### config.mk
export PLATFORM = sky130hd
export DESIGN_NAME = hs_arbiter
export DESIGN_NICKNAME = d
export VERILOG_FILES = /design/src/rtl/hs_arbiter.sv
export SDC_FILE = /design/constraint.sdc
export NUM_CORES = 1
export LEC_CHECK = 0
export CAP_MARGIN = 10
export CORE_MARGIN = 2
export CORE_UTILIZATION = 40
export DETAILED_ROUTE_END_ITERATION = 8
export SETUP_SLACK_MARGIN = 0.5
export SLEW_MARGIN = 20
export SYNTH_ARGS = -nofsm -noshare
export SYNTH_HDL_FRONTEND = slang
export SYNTH_SLANG_ARGS = --single-unit
export TNS_END_PERCENT = 30
### constraint.sdc
create_clock -name clk -period 1.78 [get_ports clk]
set_input_delay 0.445 -clock clk [delete_from_list [all_inputs] [get_ports clk]]
set_output_delay 0.445 -clock clk [all_outputs]
set_load 0.03 [all_outputs]
### src/rtl/hs_arbiter.sv
// Round-robin arbiter: several 4-phase requesters share one 4-phase downstream channel; grant 1 cycle after IDLE sees a request.
// Downstream ack_out paces each transaction; define HS_ARBITER_TIMEOUT_EN for a sticky watchdog on err.
module hs_arbiter #(
  parameter int size    = 2,
  parameter int timeout = 15
) (
  input  logic                                          clk,
  input  logic                                          rst,
  input  logic [size-1:0]                               req_in,
  output logic [size-1:0]                               ack_in,
  output logic                                          req_out,
  input  logic                                          ack_out,
  output logic [((size > 1) ? $clog2(size) : 1)-1:0]    gnt_idx,
  output logic                                          busy,
  output logic                                          err
);

  localparam int IW = (size > 1) ? $clog2(size) : 1;

  typedef enum logic [1:0] {IDLE, REQ, ACK, REL} state_t;

  state_t        state;
  logic [IW-1:0] ptr;
  logic [IW-1:0] win;
  logic [IW-1:0] cand;

  // Walk from the farthest candidate back to ptr+1 so the nearest set bit wins.
  always_comb begin
    win  = ptr;
    cand = '0;
    for (int i = size; i >= 1; i--) begin
      cand = IW'((int'(ptr) + i) % size);
      if (req_in[cand]) win = cand;
    end
  end

  always_ff @(posedge clk or negedge rst) begin
    if (!rst) begin
      state   <= IDLE;
      ptr     <= IW'(size - 1);
      gnt_idx <= '0;
      req_out <= 1'b0;
      ack_in  <= '0;
      busy    <= 1'b0;
    end else begin
      case (state)
        IDLE: if (|req_in) begin
          gnt_idx <= win;
          req_out <= 1'b1;
          busy    <= 1'b1;
          state   <= REQ;
        end
        REQ: if (ack_out) begin
          ack_in[gnt_idx] <= 1'b1;
          state           <= ACK;
        end
        ACK: if (!req_in[gnt_idx]) begin
          req_out <= 1'b0;
          state   <= REL;
        end
        REL: if (!ack_out) begin
          ack_in <= '0;
          ptr    <= gnt_idx;
          busy   <= 1'b0;
          state  <= IDLE;
        end
        default: state <= IDLE;
      endcase
    end
  end

`ifdef HS_ARBITER_TIMEOUT_EN
  logic [7:0] wd_cnt;
  logic       leave;

  always_comb begin
    leave = 1'b0;
    case (state)
      IDLE:    leave = |req_in;
      REQ:     leave = ack_out;
      ACK:     leave = !req_in[gnt_idx];
      REL:     leave = !ack_out;
      default: leave = 1'b0;
    endcase
  end

  // Only the phases waiting on the downstream side are watched; err never forces the FSM.
  always_ff @(posedge clk or negedge rst) begin
    if (!rst) begin
      wd_cnt <= '0;
      err    <= 1'b0;
    end else if (leave) begin
      wd_cnt <= '0;
    end else if (state == REQ || state == REL) begin
      if (wd_cnt != 8'hff) wd_cnt <= wd_cnt + 8'd1;
      if (wd_cnt == 8'(timeout - 1)) err <= 1'b1;
    end
  end
`else
  assign err = 1'b0;
`endif

endmodule

-- Word-level counts from Yosys, hierarchy flattened
Cells that the tools add are included.
- reductions and logical operators: 12
- muxes and demuxes: 22
- equality and inequality tests: 7
- add/sub/neg operators: 2
- $lt $le $gt $ge: 4
- bitwise operators: 2
- operators by type and width (operator ; count):
    two-way mux 1 bit ; 12
    two-way mux 2 bit ; 5
    AND reduction 3 bit ; 3
    != test 2 bit (second input constant) ; 4
    case mux 2 bit (4 select lines) ; 1
    less-than comparator 1 x 2 -> 1 bit (second input constant) ; 3
    nonzero test 2 bit ; 3
    equality test 2 bit (second input constant) ; 2
    case mux 1 bit (2 select lines) ; 2
    case mux 2 bit (2 select lines) ; 1
    AND reduction 2 bit ; 2
    AND reduction 4 bit ; 1
    adder 1 bit (second input constant) ; 2
    equality test 2 x 1 -> 1 bit (second input constant) ; 1
    logical NOT 2 bit ; 1
    bitwise OR 2 bit ; 1
    OR reduction 2 bit ; 1
    demux 1 bit (select 1 bit) ; 1
    >= comparator 1 bit (second input constant) ; 1
    logical AND 1 bit ; 1
    NOT 1 bit ; 1
- output and inout port bits: 6
- bits in registers: 8
- bits of input ports: 5

-- Longest topological paths before layout
- depth after elaboration: 7
- gate-level depth with buffers: 5
- depth with buffers taken out: 5

-- Worst setup path before layout
Ideal clock, no wire load.
- kind: reg2reg
- start point: register gnt_idx
- end point: register state[1]
- period minus slack after synthesis: 1623 ps
- buffers on the path: 0
- stages on the path, launching flop included: 4
- slack: 157 ps
- data required time: 1652 ps
- data arrival time: 1496 ps
- library setup time: 128 ps
- cells stage by stage: dfrtp_1 -> mux2_4 -> a211oi_2 -> mux2_1
- word-level cells in the longest chain between the ends: 4
- RTL lines (what ; line ; RTL):
    start: declaration ; 13 ; output logic [((size > 1) ? $clog2(size) : 1)-1:0] gnt_idx,
    start signal: assignment ; 48 ; gnt_idx <= win;
    two-way mux 1 bit (implied by the code) (2 in a row) ; 57 ; ACK: if (!req_in[gnt_idx]) begin
    != test 2 bit (no source line) ; - ;
    AND reduction 4 bit (no source line) ; - ;
    end signal: assignment ; 55 ; state <= ACK;
    end signal: assignment ; 59 ; state <= REL;
    end signal: assignment ; 65 ; state <= IDLE;
    end: declaration ; 22 ; state_t state;
No other way between the ends. The select of a mux whose other input is x is not followed.
A chain may end at the register's enable or synchronous reset.

-- Worst setup path in the final report
- start point: register state[0]
- end point: register state[1]
- word-level cells in the longest chain between the ends: 3
- elaborated cells between the ends (all ways): 10
- classes of those cells: eq/ne (7); mux (1); reduce/logical (2)
- RTL lines (what ; line ; RTL):
    start signal: assignment ; 39 ; state <= IDLE;
    start signal: assignment ; 51 ; state <= REQ;
    start signal: assignment ; 55 ;
    equality test 2 bit (tied with other cells) ; 46 ; case (state)
    != test 2 bit (no source line) ; - ;
    AND reduction 4 bit (no source line) ; - ;
Parallel ways exist; a longest one is shown, timed or not.

==> qor.yml <==
finClkSkew_ps: 3.341
grt_overflow: 0
syn_to_final_growth_pct: 47.09
rsz0062_at_grt: "true"
worst_setup_path_end_kind: "register"
numClockSinks: 8
wl_per_cell_um: 12.89
n_fill_cell: 123
crit_fanout: 4
ir_drop_v: 0.0007990
ys_ff_latch: 8
root_buffer: "clkbuf_4"
finalWirelength_um: 1173
synth_area_um2: 536.8
finalWorstPathRequiredPeriod_ps: 1557
drc: 0
die_x_um: 40.63
initial_utilization_pct: 42.31
ant_nets: 0
drive_above_1_share_pct: 43.42
numCtsBuffers: 3
core_um2: 1269
die_h_um: 40.63
grt.total_usage_pct: 18.09
syn_nets: 64
vias: 455
drt_iter0_markers: 0
syn_area_per_cell_um2: 10.32
powerDensity_nw_per_um2: 1831
dpl.hpwl_um: 803.7
gp_congestion: 0.7364
clk_latency_ps: 270
r2r_cells: 4
fin_ws_ps: 223.0
worstPathArrival_ps: 1700
die-area_um2: 1651
cap_violations: 0
design_area_um2: 789.5
max_freq_ghz: 0.6422
rows: 13
worstHoldPathType: "in2async"
final-setup-viol-count: 0
grt_max_degree: 9
portBuffers: 9
fin_crit_sh_pct: 87.47
multi_input_area_um2: 349.1
power_leakage_nw: 0.3770
setup_tns_ps: 0
boundaryPins: 11
required_ps: 1930
final_nets: 89
antenna_found_initial: 0
vias_per_cell: 5.000
cts.clk_slew.worst_paths_ps: 70
start_kind: "register"
critPathKind: "reg2reg"
finalHoldViolations: 0
netlist_instances: 52
holdWs_ps: 477.1
dr.pass1.iters: 1
final_cell_mix: "buf_4, inv_1, dlygate4sd2_1"
yosysWarnings: 0
status: "finished clean"
antenna_cells: 0
cts_tree: "yes"
grt_pass1_vias: 429
final_common_cell: "buf_4"
yosysSeqAreaShare_pct: 37.53
grt_pass1_wl_um: 1897
cts_buffer_depth: 2
dpl-instance-area_um2: 686.9
synth_cell_type_count: 26
htree_levels: 1
slew_viol_final: 0
area.sequential_um2: 205.2
dp_slack_ps: -188.2
holdBufCountCts: 0
## kinds of logic (layout without fill, tap and decap cells)
kind of cell    after synthesis  in the layout  synth area share (%)
simple gates                 12             12                 11.66
compound gates               11             11                 16.55
flops                         8              8                 37.53
buf+inv                       8             32                 6.295
fa+ha+maj                     7              7                 16.32
mux                           5              5                 10.95
other cells                   1              1                0.6986
## synth_stat cells
library cell | n | area share [%]
a211oi_2 | 1 | 2.3
mux2_1 | 2 | 4.2
o21bai_1 | 1 | 1.4
ha_1 | 7 | 16
o32ai_1 | 1 | 1.6
nand2_1 | 4 | 2.8
dfstp_2 | 1 | 4.9
conb_1 | 1 | 0.70
nand2b_1 | 1 | 1.2
a32o_1 | 1 | 1.9
buf_4 | 1 | 1.4
a211oi_1 | 1 | 1.4
nor3b_1 | 2 | 2.8
a22oi_1 | 2 | 2.8
inv_1 | 7 | 4.9
o311ai_1 | 1 | 1.6
dfrtp_1 | 7 | 33
o21ai_1 | 1 | 0.93
mux2_4 | 1 | 2.8
nor2_1 | 3 | 2.1
o21ai_0 | 1 | 0.93
and3b_1 | 1 | 1.6
or2_1 | 1 | 1.2
mux2i_1 | 1 | 1.9
mux2_2 | 1 | 2.1
a2bb2oi_1 | 1 | 1.6
## report_power, final
part | switching (mW) | total [mW] | internal, mW
Combinational | 0.441 | 0.905 | 0.464
Sequential | 0.0850 | 0.376 | 0.291
Clock | 0.0784 | 0.165 | 0.0868
## through the flow
stage	utilization [%]	cells	total power [mW]
global placement	54.14	80	1.106
finish	62.23	91	1.446
CTS	58.58	89	1.333
global route	62.23	91	1.568
detailed placement	54.14	80	1.115
floorplan	-	52	0.8565
## final timing paths
| kind | from | to | slack (ps) |
|---|---|---|---|
| setup / recovery | state[0] | state[1] | 220 |
| hold / removal | rst | busy | 480 |
| max in group asynchronous | rst | ptr | 970 |
| hold reg to reg | req_out | req_out | 530 |
| setup reg to reg | state[0] | state[1] | 220 |
| min in group clk | req_out | req_out | 530 |
## worst max-delay path, cell delays in order, from the launching register on
cell and delay, ps:
dfrtp_2 450, ha_2 190, mux2_4 260, a211oi_2 190, mux2_1 340
## flip-flops by register name, summed over array words and instances, names as in the netlist
signal   flops
ptr          1
state        2
ack_in       2
busy         1
gnt_idx      1
req_out      1
## cell type report
cell class	instances	area share [%]
inverters	7	3.328
flip-flops and latches	8	25.99
repair buffers	21	20.76
well taps	15	2.377
clock buffers	4	3.328
multi-input cells	36	44.22
## what timing repair did
item,4_1_cts,5_1_grt
endpoints found under the setup margin,11,11
pin swaps,3,1
hold endpoints to repair,0,0
gates cloned,0,0
gates resized for setup,20,9
buffers inserted,5,2
## per-layer routing
layer / GRT usage [%] / vias to the layer above / part of all wire, %
met2: 28.97 / 9 / 46
met3: 3.261 / 3 / 4.1
li1: - / 227 / -
met1: 22.74 / 216 / 48
met5: 0 / - / 0
met4: 10.00 / 0 / 2.1
(Power assumes the default switching activity.)
